$ cat src/rtl/hpi_arb_pkg.sv
// Shared types and constants for the CY7C67200 HPI access arbiter.
//   hpi_state_e : bus-cycle timing states (IDLE, SETUP, STROBE, HOLD, DONE)
//   HPI_*       : HPI register addresses as presented on OTG_ADDR
package hpi_arb_pkg;

  typedef enum logic [2:0] {
    IDLE   = 3'd0,
    SETUP  = 3'd1,
    STROBE = 3'd2,
    HOLD   = 3'd3,
    DONE   = 3'd4
  } hpi_state_e;

  localparam logic [1:0] HPI_DATA    = 2'd0;
  localparam logic [1:0] HPI_MAILBOX = 2'd1;
  localparam logic [1:0] HPI_ADDR    = 2'd2;
  localparam logic [1:0] HPI_STATUS  = 2'd3;

endpackage

$ cat src/rtl/hpi_rr_grant.sv
// Two-way grant selection for the HPI arbiter.
// Configuration macro: HPI_ARB_RR_EN
//   defined   : round-robin, on contention the port that did not win last time wins
//   undefined : fixed priority, port 0 always wins (last_grant port is absent)
// Ports:
//   req0, req1  : requests from port 0 / port 1
//   last_grant  : port granted by the previous completed transaction (RR build only)
//   grant_valid : at least one request is pending
//   grant       : index of the winning port (0 or 1), meaningful when grant_valid
module hpi_rr_grant (
  input  logic req0,
  input  logic req1,
`ifdef HPI_ARB_RR_EN
  input  logic last_grant,
`endif
  output logic grant_valid,
  output logic grant
);

  always_comb begin
    grant_valid = req0 | req1;
`ifdef HPI_ARB_RR_EN
    if (req0 && req1) begin
      grant = ~last_grant;
    end else begin
      grant = req1;
    end
`else
    grant = ~req0 & req1;
`endif
  end

endmodule

$ cat src/rtl/hpi_access_arbiter.sv
// Shares the CY7C67200 HPI bus between the Nios PIO bridge (port 0) and the
// hardware keycode poller (port 1), and generates the HPI bus-cycle timing.
// Configuration macro: HPI_ARB_RR_EN (round-robin when defined, port 0 priority otherwise)
// Ports:
//   Clk, Reset                : 50 MHz clock, synchronous active-high reset
//   reqN/weN/addrN/wdataN     : request, write enable, HPI address, write data per port
//   ackN/rdataN               : one-cycle completion pulse, read data (valid with ack)
//   hpi_addr/cs_n/r_n/w_n     : registered HPI control pins
//   hpi_dout/hpi_oe/hpi_din   : data pad output, output enable, sampled pad input
//   busy                      : transaction in progress (state not IDLE)
module hpi_access_arbiter
  import hpi_arb_pkg::*;
#(
  parameter int unsigned SETUP_CYC  = 2,
  parameter int unsigned STROBE_CYC = 4,
  parameter int unsigned HOLD_CYC   = 2,
  parameter int unsigned CNT_W      = 4
) (
  input  logic        Clk,
  input  logic        Reset,
  input  logic        req0,
  input  logic        we0,
  input  logic [1:0]  addr0,
  input  logic [15:0] wdata0,
  output logic        ack0,
  output logic [15:0] rdata0,
  input  logic        req1,
  input  logic        we1,
  input  logic [1:0]  addr1,
  input  logic [15:0] wdata1,
  output logic        ack1,
  output logic [15:0] rdata1,
  output logic [1:0]  hpi_addr,
  output logic        hpi_cs_n,
  output logic        hpi_r_n,
  output logic        hpi_w_n,
  output logic [15:0] hpi_dout,
  output logic        hpi_oe,
  input  logic [15:0] hpi_din,
  output logic        busy
);

  // Counters count down to zero, so each phase lasts (load + 1) cycles.
  localparam logic [CNT_W-1:0] SetupLoad  = CNT_W'(SETUP_CYC - 1);
  localparam logic [CNT_W-1:0] StrobeLoad = CNT_W'(STROBE_CYC - 1);
  localparam logic [CNT_W-1:0] HoldLoad   = CNT_W'(HOLD_CYC - 1);

  hpi_state_e       state_q, state_d;
  logic [CNT_W-1:0] cnt_q, cnt_d;
  logic             gnt_q, gnt_d;
  logic             we_q, we_d;
  logic [1:0]       addr_q, addr_d;
  logic [15:0]      wdata_q, wdata_d;
  logic [15:0]      rdata0_q, rdata0_d;
  logic [15:0]      rdata1_q, rdata1_d;
  logic             cs_n_q, cs_n_d;
  logic             r_n_q, r_n_d;
  logic             w_n_q, w_n_d;
  logic             oe_q, oe_d;
  logic             ack0_q, ack0_d;
  logic             ack1_q, ack1_d;
  logic             on_bus;

  logic             grant_valid;
  logic             grant;

`ifdef HPI_ARB_RR_EN
  logic             last_grant_q, last_grant_d;

  hpi_rr_grant u_grant (
    .req0        (req0),
    .req1        (req1),
    .last_grant  (last_grant_q),
    .grant_valid (grant_valid),
    .grant       (grant)
  );
`else
  hpi_rr_grant u_grant (
    .req0        (req0),
    .req1        (req1),
    .grant_valid (grant_valid),
    .grant       (grant)
  );
`endif

  // Next-state, datapath latching and read capture.
  always_comb begin
    state_d  = state_q;
    cnt_d    = cnt_q;
    gnt_d    = gnt_q;
    we_d     = we_q;
    addr_d   = addr_q;
    wdata_d  = wdata_q;
    rdata0_d = rdata0_q;
    rdata1_d = rdata1_q;
`ifdef HPI_ARB_RR_EN
    last_grant_d = last_grant_q;
`endif

    unique case (state_q)
      IDLE: begin
        if (grant_valid) begin
          gnt_d   = grant;
          we_d    = grant ? we1    : we0;
          addr_d  = grant ? addr1  : addr0;
          wdata_d = grant ? wdata1 : wdata0;
          cnt_d   = SetupLoad;
          state_d = SETUP;
        end
      end
      SETUP: begin
        if (cnt_q == '0) begin
          cnt_d   = StrobeLoad;
          state_d = STROBE;
        end else begin
          cnt_d = cnt_q - 1'b1;
        end
      end
      STROBE: begin
        if (cnt_q == '0) begin
          // Sample the pad on the last strobe-low cycle, where the chip's data is settled.
          if (!we_q) begin
            if (gnt_q) begin
              rdata1_d = hpi_din;
            end else begin
              rdata0_d = hpi_din;
            end
          end
          cnt_d   = HoldLoad;
          state_d = HOLD;
        end else begin
          cnt_d = cnt_q - 1'b1;
        end
      end
      HOLD: begin
        if (cnt_q == '0) begin
          state_d = DONE;
        end else begin
          cnt_d = cnt_q - 1'b1;
        end
      end
      DONE: begin
`ifdef HPI_ARB_RR_EN
        last_grant_d = gnt_q;
`endif
        state_d = IDLE;
      end
      default: begin
        state_d = IDLE;
      end
    endcase
  end

  // Pin values are decoded from the next state so the registered pins line up
  // with the state register rather than lagging it by a cycle.
  always_comb begin
    on_bus = (state_d == SETUP) || (state_d == STROBE) || (state_d == HOLD);
    cs_n_d = ~on_bus;
    oe_d   = on_bus & we_d;
    r_n_d  = ~((state_d == STROBE) & ~we_d);
    w_n_d  = ~((state_d == STROBE) & we_d);
    ack0_d = (state_d == DONE) & ~gnt_q;
    ack1_d = (state_d == DONE) & gnt_q;
  end

  always_ff @(posedge Clk) begin
    if (Reset) begin
      state_q  <= IDLE;
      cnt_q    <= '0;
      gnt_q    <= 1'b0;
      we_q     <= 1'b0;
      addr_q   <= 2'd0;
      wdata_q  <= 16'h0000;
      rdata0_q <= 16'h0000;
      rdata1_q <= 16'h0000;
      cs_n_q   <= 1'b1;
      r_n_q    <= 1'b1;
      w_n_q    <= 1'b1;
      oe_q     <= 1'b0;
      ack0_q   <= 1'b0;
      ack1_q   <= 1'b0;
    end else begin
      state_q  <= state_d;
      cnt_q    <= cnt_d;
      gnt_q    <= gnt_d;
      we_q     <= we_d;
      addr_q   <= addr_d;
      wdata_q  <= wdata_d;
      rdata0_q <= rdata0_d;
      rdata1_q <= rdata1_d;
      cs_n_q   <= cs_n_d;
      r_n_q    <= r_n_d;
      w_n_q    <= w_n_d;
      oe_q     <= oe_d;
      ack0_q   <= ack0_d;
      ack1_q   <= ack1_d;
    end
  end

`ifdef HPI_ARB_RR_EN
  always_ff @(posedge Clk) begin
    if (Reset) begin
      last_grant_q <= 1'b1;
    end else begin
      last_grant_q <= last_grant_d;
    end
  end
`endif

  // Address and write data come straight from the latched request registers.
  assign hpi_addr = addr_q;
  assign hpi_dout = wdata_q;
  assign hpi_cs_n = cs_n_q;
  assign hpi_r_n  = r_n_q;
  assign hpi_w_n  = w_n_q;
  assign hpi_oe   = oe_q;
  assign ack0     = ack0_q;
  assign ack1     = ack1_q;
  assign rdata0   = rdata0_q;
  assign rdata1   = rdata1_q;
  assign busy     = (state_q != IDLE);

endmodule

$ cat config.mk
export PLATFORM = sky130hd
export DESIGN_NAME = hpi_access_arbiter
export DESIGN_NICKNAME = d
export VERILOG_FILES = /design/src/rtl/hpi_arb_pkg.sv /design/src/rtl/hpi_rr_grant.sv /design/src/rtl/hpi_access_arbiter.sv
export SDC_FILE = /design/constraint.sdc
export NUM_CORES = 1
export LEC_CHECK = 0
export BUFFER_PORTS_ARGS = -buffer_cell sky130_fd_sc_hd__buf_2
export CORE_MARGIN = 2
export CORE_UTILIZATION = 46
export CTS_BUF_LIST = sky130_fd_sc_hd__clkbuf_8 sky130_fd_sc_hd__clkbuf_16
export CTS_CLUSTER_DIAMETER = 80
export DETAILED_ROUTE_END_ITERATION = 6
export PLACE_DENSITY = 0.81
export SYNTH_ARGS = -nofsm -noshare
export SYNTH_HDL_FRONTEND = slang
export SYNTH_HIERARCHICAL = 1
export SYNTH_SLANG_ARGS = --single-unit
$ cat constraint.sdc
create_clock -name Clk -period 1.9 [get_ports Clk]
set_input_delay 0.38 -clock Clk [delete_from_list [all_inputs] [get_ports Clk]]
set_output_delay 0.38 -clock Clk [all_outputs]
set_load 0.05 [all_outputs]
-- Word-level counts from Yosys, hierarchy flattened
Cells that the tools add are included.
- register bits: 65
- logic and storage cells: 63
- add/sub/neg operators: 1
- equality and inequality tests: 9
- multiplexer cells: 15
- bitwise gates (word level): 14
- reductions and logical operators: 10
- operator list (cell ; count):
    16-bit 2-to-1 mux ; 1
    4-bit 2-to-1 mux ; 4
    4-bit one-hot mux with 4 select lines ; 1
    3-bit by 2-bit equality test with 1-bit output (second input constant) ; 4
    3-bit 2-to-1 mux ; 4
    3-bit one-hot mux with 4 select lines ; 1
    4-bit AND reduction ; 2
    1-bit inverter ; 7
    1-bit AND ; 6
    3-bit by 1-bit equality test with 1-bit output (second input constant) ; 2
    4-bit zero test ; 1
    2-bit inequality test (second input constant) ; 2
    4-bit nonzero test ; 1
    4-bit by 1-bit subtractor with 4-bit output (second input constant) ; 1
    3-bit equality test (second input constant) ; 1
    3-bit zero test ; 1
    1-bit 2-to-1 mux ; 3
    3-bit AND reduction ; 1
    3-bit nonzero test ; 1
    1-bit logical OR ; 2
    2-bit 2-to-1 mux ; 1
    2-bit AND reduction ; 1
    1-bit bitwise OR ; 1

-- Logic depth before layout (Yosys ltp)
Gate-level depths: netlist of the first run.
- depth after elaboration: 8
- mapped depth: 8

-- Modules after synthesis
The synthesis of the first run kept the hierarchy.
- by module, submodules not included (module ; area each (µm²) ; cells an instance ; times used):
    hpi_access_arbiter ; 2558.7 ; 274 ; 1
    hpi_rr_grant ; 12.5 ; 2 ; 1

-- Least setup slack after synthesis of the first run
Ideal clock, no wire load.
- path type: register to register
- start: reg cnt_q[0]
- end: reg rdata0_q[10], in the netlist rdata0[10]
- cell stages (with the launch flop): 9
- arrival: 1491 ps
- setup slack: 281 ps
- setup time: 128 ps
- required time: 1772 ps
- cells stage by stage: dfxtp_1 inv_1 ha_1 and4bb_1 nand3b_1 buf_4 buf_4 mux2i_1 nor2_1
- cells in the longest elaborated chain, start to end: 2
- RTL lines (element ; line ; RTL):
    start: declaration ; hpi_access_arbiter.sv:49 ; logic [CNT_W-1:0] cnt_q, cnt_d;
    start signal: assignment ; hpi_access_arbiter.sv:184 ; cnt_q <= cnt_d;
    4-bit zero test ; hpi_access_arbiter.sv:120 ; if (cnt_q == '0) begin
    4-bit AND reduction (no line) ; -- ;
    end signal: assignment ; hpi_access_arbiter.sv:189 ; rdata0_q <= rdata0_d;
    end: declaration ; hpi_access_arbiter.sv:54 ; logic [15:0] rdata0_q, rdata0_d;
No other way between the ends.
A chain may end at the register's enable or synchronous reset.

-- Final worst setup path of the first run
- start: reg state_q[0]
- end: out busy
- cells in the longest elaborated chain, start to end: 1
- RTL lines (element ; line ; RTL):
    start: declaration ; hpi_access_arbiter.sv:48 ; hpi_state_e state_q, state_d;
    start signal: assignment ; hpi_access_arbiter.sv:183 ; state_q <= state_d;
    3-bit nonzero test ; hpi_access_arbiter.sv:221 ; assign busy = (state_q != IDLE);
    end: declaration ; hpi_access_arbiter.sv:40 ; output logic busy
No other way between the ends.

==> results of run 1 <==
==> layout by cell type (no fill, tap or decap), drive strengths merged <==
cell and count:
a211oi 19, a21boi 1, a21oi 18, a31oi 1, and2 1, and3 1, and4bb 1, buf 122
bufinv 3, clkbuf 10, clkinv 1, clkinvlp 1, dfxtp 65, ha 1, inv 3, mux2i 38
nand2 37, nand2b 2, nand3 2, nand3b 3, nor2 40, nor2b 4, nor3 3, nor3b 1
nor4 1, nor4b 1, o21ai 3, o21bai 2, o311a 1, o31ai 1, or2 1, or3 4
or4 1
==> cells by family after synthesis <==
kind of cell	after synthesis	share of synthesized area
simple gates	103	0.182
mux	38	0.148
compound gates	46	0.114
flops	65	0.506
fa+ha+maj	1	0.00487
buf+inv	23	0.0443
==> tightest hold or removal path, stage by stage <==
cell and delay, ns:
buf_2 0.10, nand2_1 0.05, a21oi_1 0.05
==> cell type report <==
class,count,area [um^2],area share
multi-input combinational,188,1170,0.338
clock inverter,6,106,0.0308
sequential,65,1300,0.377
timing repair buffer,122,643,0.186
inverter,2,7.51,0.00217
clock buffer,10,138,0.0398
tap,72,90.1,0.0261
==> worst max-delay path by stage <==
stage,from,cells after the start,to
floorplan,cnt_q[0],8,rdata0[10]
global placement,cnt_q[0],6,rdata1[9]
detailed placement,cnt_q[0],6,rdata1[4]
CTS,cnt_q[0],6,rdata1[4]
global route,state_q[0],3,busy
finish,state_q[0],3,busy
==> stage by stage <==
stage / cell area, um^2 / power, mW / util / hold slack, ns / worst slack, ns
after floorplan: 2570 / 2.51 / - / 0.460 / 0.281
after global placement: 3210 / 2.77 / 0.590 / 0.439 / 0.186
after detailed placement: 3210 / 2.80 / 0.590 / 0.446 / 0.0729
after CTS: 3450 / 4.21 / 0.635 / 0.285 / 0.0272
after global routing: 3450 / 4.37 / 0.635 / 0.294 / 0.0131
final: 3450 / 4.18 / 0.635 / 0.294 / 0.0642
==> power breakdown <==
| group | internal (mW) | total, mW | switching (mW) |
|---|---|---|---|
| Sequential | 1.51 | 1.60 | 0.0901 |
| Clock | 0.901 | 1.41 | 0.514 |
| Combinational | 0.362 | 1.16 | 0.801 |
==> cell usage after synthesis (2+ instances only) <==
cell type and instances:
a211oi_1 19, a21oi_1 18, buf_2 7, buf_4 5, clkbuf_1 8, dfxtp_1 65
inv_1 2, mux2i_1 38, nand2_1 37, nand2b_1 2, nand3_1 2, nand3b_1 3
nor2_1 39, nor2b_1 4, nor3_1 3, o21ai_0 3, o21bai_1 2, or3_1 4
==> sequential cells by signal, indices dropped and copies added, names as in the netlist, 2 cells and up <==
signal,flops
hpi_addr,2
hpi_dout,16
rdata0,16
state_q,3
cnt_q,4
rdata1,16
==> routing by layer <==
layer  share of wire  vias to the layer above  global-route usage  wire length [um]
li1                -                     1173                   -                 -
met1            0.43                     1021               0.213              2530
met2            0.50                       78               0.348              2920
met3           0.057                        9              0.0477               334
met4           0.014                        0              0.0737                81
met5               0                        -                   0                 0
==> qor.csv, run 1 <==
stage,metric,value,unit
placed_design,port_buffers,114,
clock_network,ctsHtreeMaxLevel,3,
worst_setup_path,critPathKind,flop to output pin,
timing,worstMarginPinSlew,0.530,ns
worst_setup_path,crit_required,1.52,ns
global_routing,grt_max_degree,37,
synth,synth_edf_count,0,
clock_network,cts_buffer_depth,2,
worst_hold_path,min_from,hpi_din[3],
worst_setup_path,path_cells,buf_4 -> or3_1 -> buf_2,
pwr,peakVddDrop,0.000667,V
timing,finalClockSkew,0.00819,ns
floorplan,start_util,0.473,
worst_hold_path,min_path_cells,3,
clock_network,postCtsHoldBufs,0,
global_routing,antenna_found_initial,0,
route,vias,2281,
clock_network,cts.sinks,65,
flow_run,max_cap_violations,0,
placed_design,hpwl,4.25,mm
worst_setup_path,worst_ep_arrival_time,1.46,ns
synth,syn-cell-area,2570,um^2
cells_and_area,n_antenna_cell,0,
timing,slew-limit-headroom,0.646,
timing,finalSetupViolCount,0,
clock_network,path_clk_slew,0.07,ns
synth,synth.distinct_cells,33,
clock_network,cts_tree,built,
placed_design,dp_cells,449,
outcome,outcome,"complete, no violations",
timing,period_share,0.966,
worst_setup_path,rr_endpoint,cnt_q[1],
worst_setup_path,r2r_start,cnt_q[0],
pwr,p_leak,1.70,nW
synth,synth_top_area_frac,0.506,
floorplan,rows,27,
worst_hold_path,hold_path.class,primary input to flop,
floorplan,ios,115,
floorplan,die_area,6200,um^2
route,wl_per_cell,12.6,um
clock_network,cts-root-buf,clkbuf_8,
floorplan,dieWidth,78.8,um
global_routing,grt-ovfl-total,0,
cells_and_area,final_cells,465,
clock_network,clkLatencyLatePin,0.33,ns
clock_network,cts_resized,0,
timing,min_period,1.84,ns
clock_network,numCtsBuffers,9,
worst_setup_path,cp_slowest_stage_delay,0.38,ns
worst_setup_path,crit_path_end_kind,output pin,
timing,slew_viol_final,0,
global_routing,grt_pass1_wl,9.34,mm
pwr,powerDensity,1210,nW/um^2
route,antenna_left,0,
floorplan,die_h,78.8,um
cells_and_area,fill_cells,459,
route,dr.pass1.iters,4,
synth,ys_warn_count,6,
route,drtIter0Drc,102,
synth,synth_flop_cell,dfxtp_1,
worst_setup_path,reg2reg_depth,6,
synth,async_flop_share,0,
worst_setup_path,critPathMaxFanout,10,
synth,yosysTopAreaCell,dfxtp_1,
timing,rsz0062_at_grt,false,
worst_hold_path,hold_end,rdata1[3],
cells_and_area,area_growth,34.4,%
floorplan,core,5440,um^2
worst_setup_path,cp_top_family,buffers and inverters,
synth,ys_seq_area_frac,0.506,
route,drc,0,
synth,netlist_top_cells_area,"dfxtp_1 (51%), mux2i_1 (15%), nor2_1 (5.7%)",
synth,ys_ff_latch,65,
global_routing,grt.total_usage,0.191,
timing,setup_tns,0,ns
route,routed_wl,5.87,mm
synth,synth_area_per_cell,9.32,um^2
synth,netlist_instances,276,
placed_design,gp_congestion,0.822,
worst_setup_path,rrSetupSlack,0.20,ns
clock_network,post_cts_buffers,0,
timing,fmax,545,MHz
worst_setup_path,worst-path-buf-inv,2,
synth,synth_fp_nets,335,
worst_setup_path,cpMaxStageDelayCell,or3_1,
route,viasPerCell,4.91,
worst_setup_path,crit_path_start_kind,flop,
cells_and_area,drive_gt1_frac,0.359,
cells_and_area,final_nets,447,
global_routing,first_global_vias,2156,
timing,hold_viol,0,
No activity file was read; power rests on OpenSTA's default activity.
==> run 2: changes to the inputs <==
--- a/config.mk
+++ b/config.mk
@@ -11,7 +11,8 @@
 export CTS_BUF_LIST = sky130_fd_sc_hd__clkbuf_8 sky130_fd_sc_hd__clkbuf_16
 export CTS_CLUSTER_DIAMETER = 80
 export DETAILED_ROUTE_END_ITERATION = 6
-export PLACE_DENSITY = 0.81
+export MAX_ROUTING_LAYER = met4
+export PLACE_DENSITY = 0.86
 export SYNTH_ARGS = -nofsm -noshare
 export SYNTH_HDL_FRONTEND = slang
 export SYNTH_HIERARCHICAL = 1
==> qor.csv, run 2 (synthesis results as in run 1) <==
stage,metric,value,unit
cells_and_area,n_antenna_cell,0,
flow_run,max_cap_violations,0,
global_routing,antenna_found_initial,0,
timing,worstMarginPinSlew,0.540,ns
timing,slew_viol_final,0,
timing,hold_slack,0.290,ns
worst_setup_path,critPathKind,flop to output pin,
route,drc,0,
pwr,p_total,3.94,mW
floorplan,die_area,6200,um^2
global_routing,grt.total_usage,0.197,
clock_network,clkLatencyLatePin,0.33,ns
outcome,outcome,"complete, no violations",
worst_setup_path,rrSetupSlack,0.14,ns
worst_hold_path,min_path_cells,3,
timing,finalClockSkew,0.0108,ns
route,routed_wl,5.78,mm
clock_network,cts.sinks,65,
floorplan,dieWidth,78.8,um
floorplan,start_util,0.473,
worst_hold_path,min_from,hpi_din[14],
floorplan,ios,115,
clock_network,cts_buffer_depth,2,
cells_and_area,drive_gt1_frac,0.357,
global_routing,grt-ovfl-total,0,
route,drtIter0Drc,77,
timing,finalSetupViolCount,0,
worst_setup_path,worst_ep_arrival_time,1.44,ns
timing,setup_tns,0,ns
placed_design,gp_congestion,0.846,
worst_setup_path,reg2reg_depth,6,
timing,fmax,550,MHz
timing,min_period,1.82,ns
clock_network,path_clk_slew,0.07,ns
route,dr.pass1.iters,4,
route,wl_per_cell,12.5,um
placed_design,hpwl,4.13,mm
worst_setup_path,crit_required,1.52,ns
floorplan,rows,27,
timing,hold_viol,0,
worst_setup_path,rr_endpoint,hpi_r_n,
clock_network,cts-root-buf,clkbuf_8,
global_routing,first_global_vias,2144,
route,antenna_left,0,
clock_network,cts_tree,built,
cells_and_area,layout.cells.most_common,buf_2,
clock_network,ctsHtreeMaxLevel,3,
pwr,peakVddDrop,0.000799,V
clock_network,numCtsBuffers,9,
global_routing,grt_pass1_wl,9.42,mm
pwr,p_leak,1.70,nW
cells_and_area,area_growth,33.7,%
worst_setup_path,crit_path_end_kind,output pin,
worst_setup_path,crit_path_start_kind,flop,
route,vias,2333,
cells_and_area,final_nets,447,
timing,slew-limit-headroom,0.639,
worst_setup_path,critPathMaxFanout,10,
worst_hold_path,hold_end,rdata1[14],
worst_hold_path,hold_path.class,primary input to flop,
cells_and_area,final_util,0.632,
pwr,powerDensity,1150,nW/um^2
worst_setup_path,r2r_start,cnt_q[0],
route,viasPerCell,5.03,
cells_and_area,final_cell_mix,"buf_2 (114), dfxtp_1 (65), nor2_1 (39)",
timing,period_share,0.957,
floorplan,die_h,78.8,um
placed_design,placed_cell_area,3230,um^2
cells_and_area,fin_area,3440,um^2
placed_design,port_buffers,114,
floorplan,core,5440,um^2
global_routing,grt_max_degree,40,
## run 2: power breakdown
part | switching (mW) | leakage (nW) | total, mW | internal [mW]
registers | 0.0815 | 0.531 | 1.59 | 1.51
logic | 0.815 | 1.06 | 1.20 | 0.383
clock network | 0.486 | 0.104 | 1.15 | 0.661
total | 1.38 | 1.70 | 3.94 | 2.56
## run 2: how the worst max path moves through the flow
stage | from | end | depth (start not counted)
3_3_place_gp | cnt_q[0] | rdata1[14] | 6
2_1_floorplan | cnt_q[0] | rdata0[10] | 8
4_1_cts | cnt_q[0] | rdata1[15] | 6
3_5_place_dp | cnt_q[0] | rdata1[15] | 6
5_1_grt | cnt_q[0] | hpi_r_n | 6
6_report | state_q[0] | busy | 3
## run 2: timing repair
item,in CTS,in global routing
resized for setup,0,2
endpoints found under the hold margin,0,0
hold buffers,0,0
buffers inserted,0,0
endpoints found under the setup margin,0,18
## run 2: final cells by class
class | count | area [um^2]
multi-input cells | 188 | 1170
fillers | 464 | 2000
clock inverters | 4 | 45.0
clock buffers | 11 | 151
flip-flops and latches | 65 | 1300
well taps | 72 | 90.1
repair buffers | 122 | 668
inverters | 2 | 7.51
## run 2: routing by layer
metal,share of wire,vias to the layer above,GRT usage
li1,-,1170,-
met1,0.41,1081,0.220
met2,0.52,76,0.338
met3,0.065,6,0.0648
met4,0.0059,0,0.0544
met5,0,-,-
## run 2: critical path, stage by stage, from the launching register on
cell and delay (ns):
dfxtp_1 0.35, buf_4 0.18, or3_1 0.36, buf_2 0.21
## run 2: per-stage QoR
stage	instances	setup slack, ns
final	464	0.0811
after global routing	464	-0.0267
after CTS	464	0.0290
after detailed placement	449	0.0614
after global placement	449	0.191
after floorplan	276	0.281
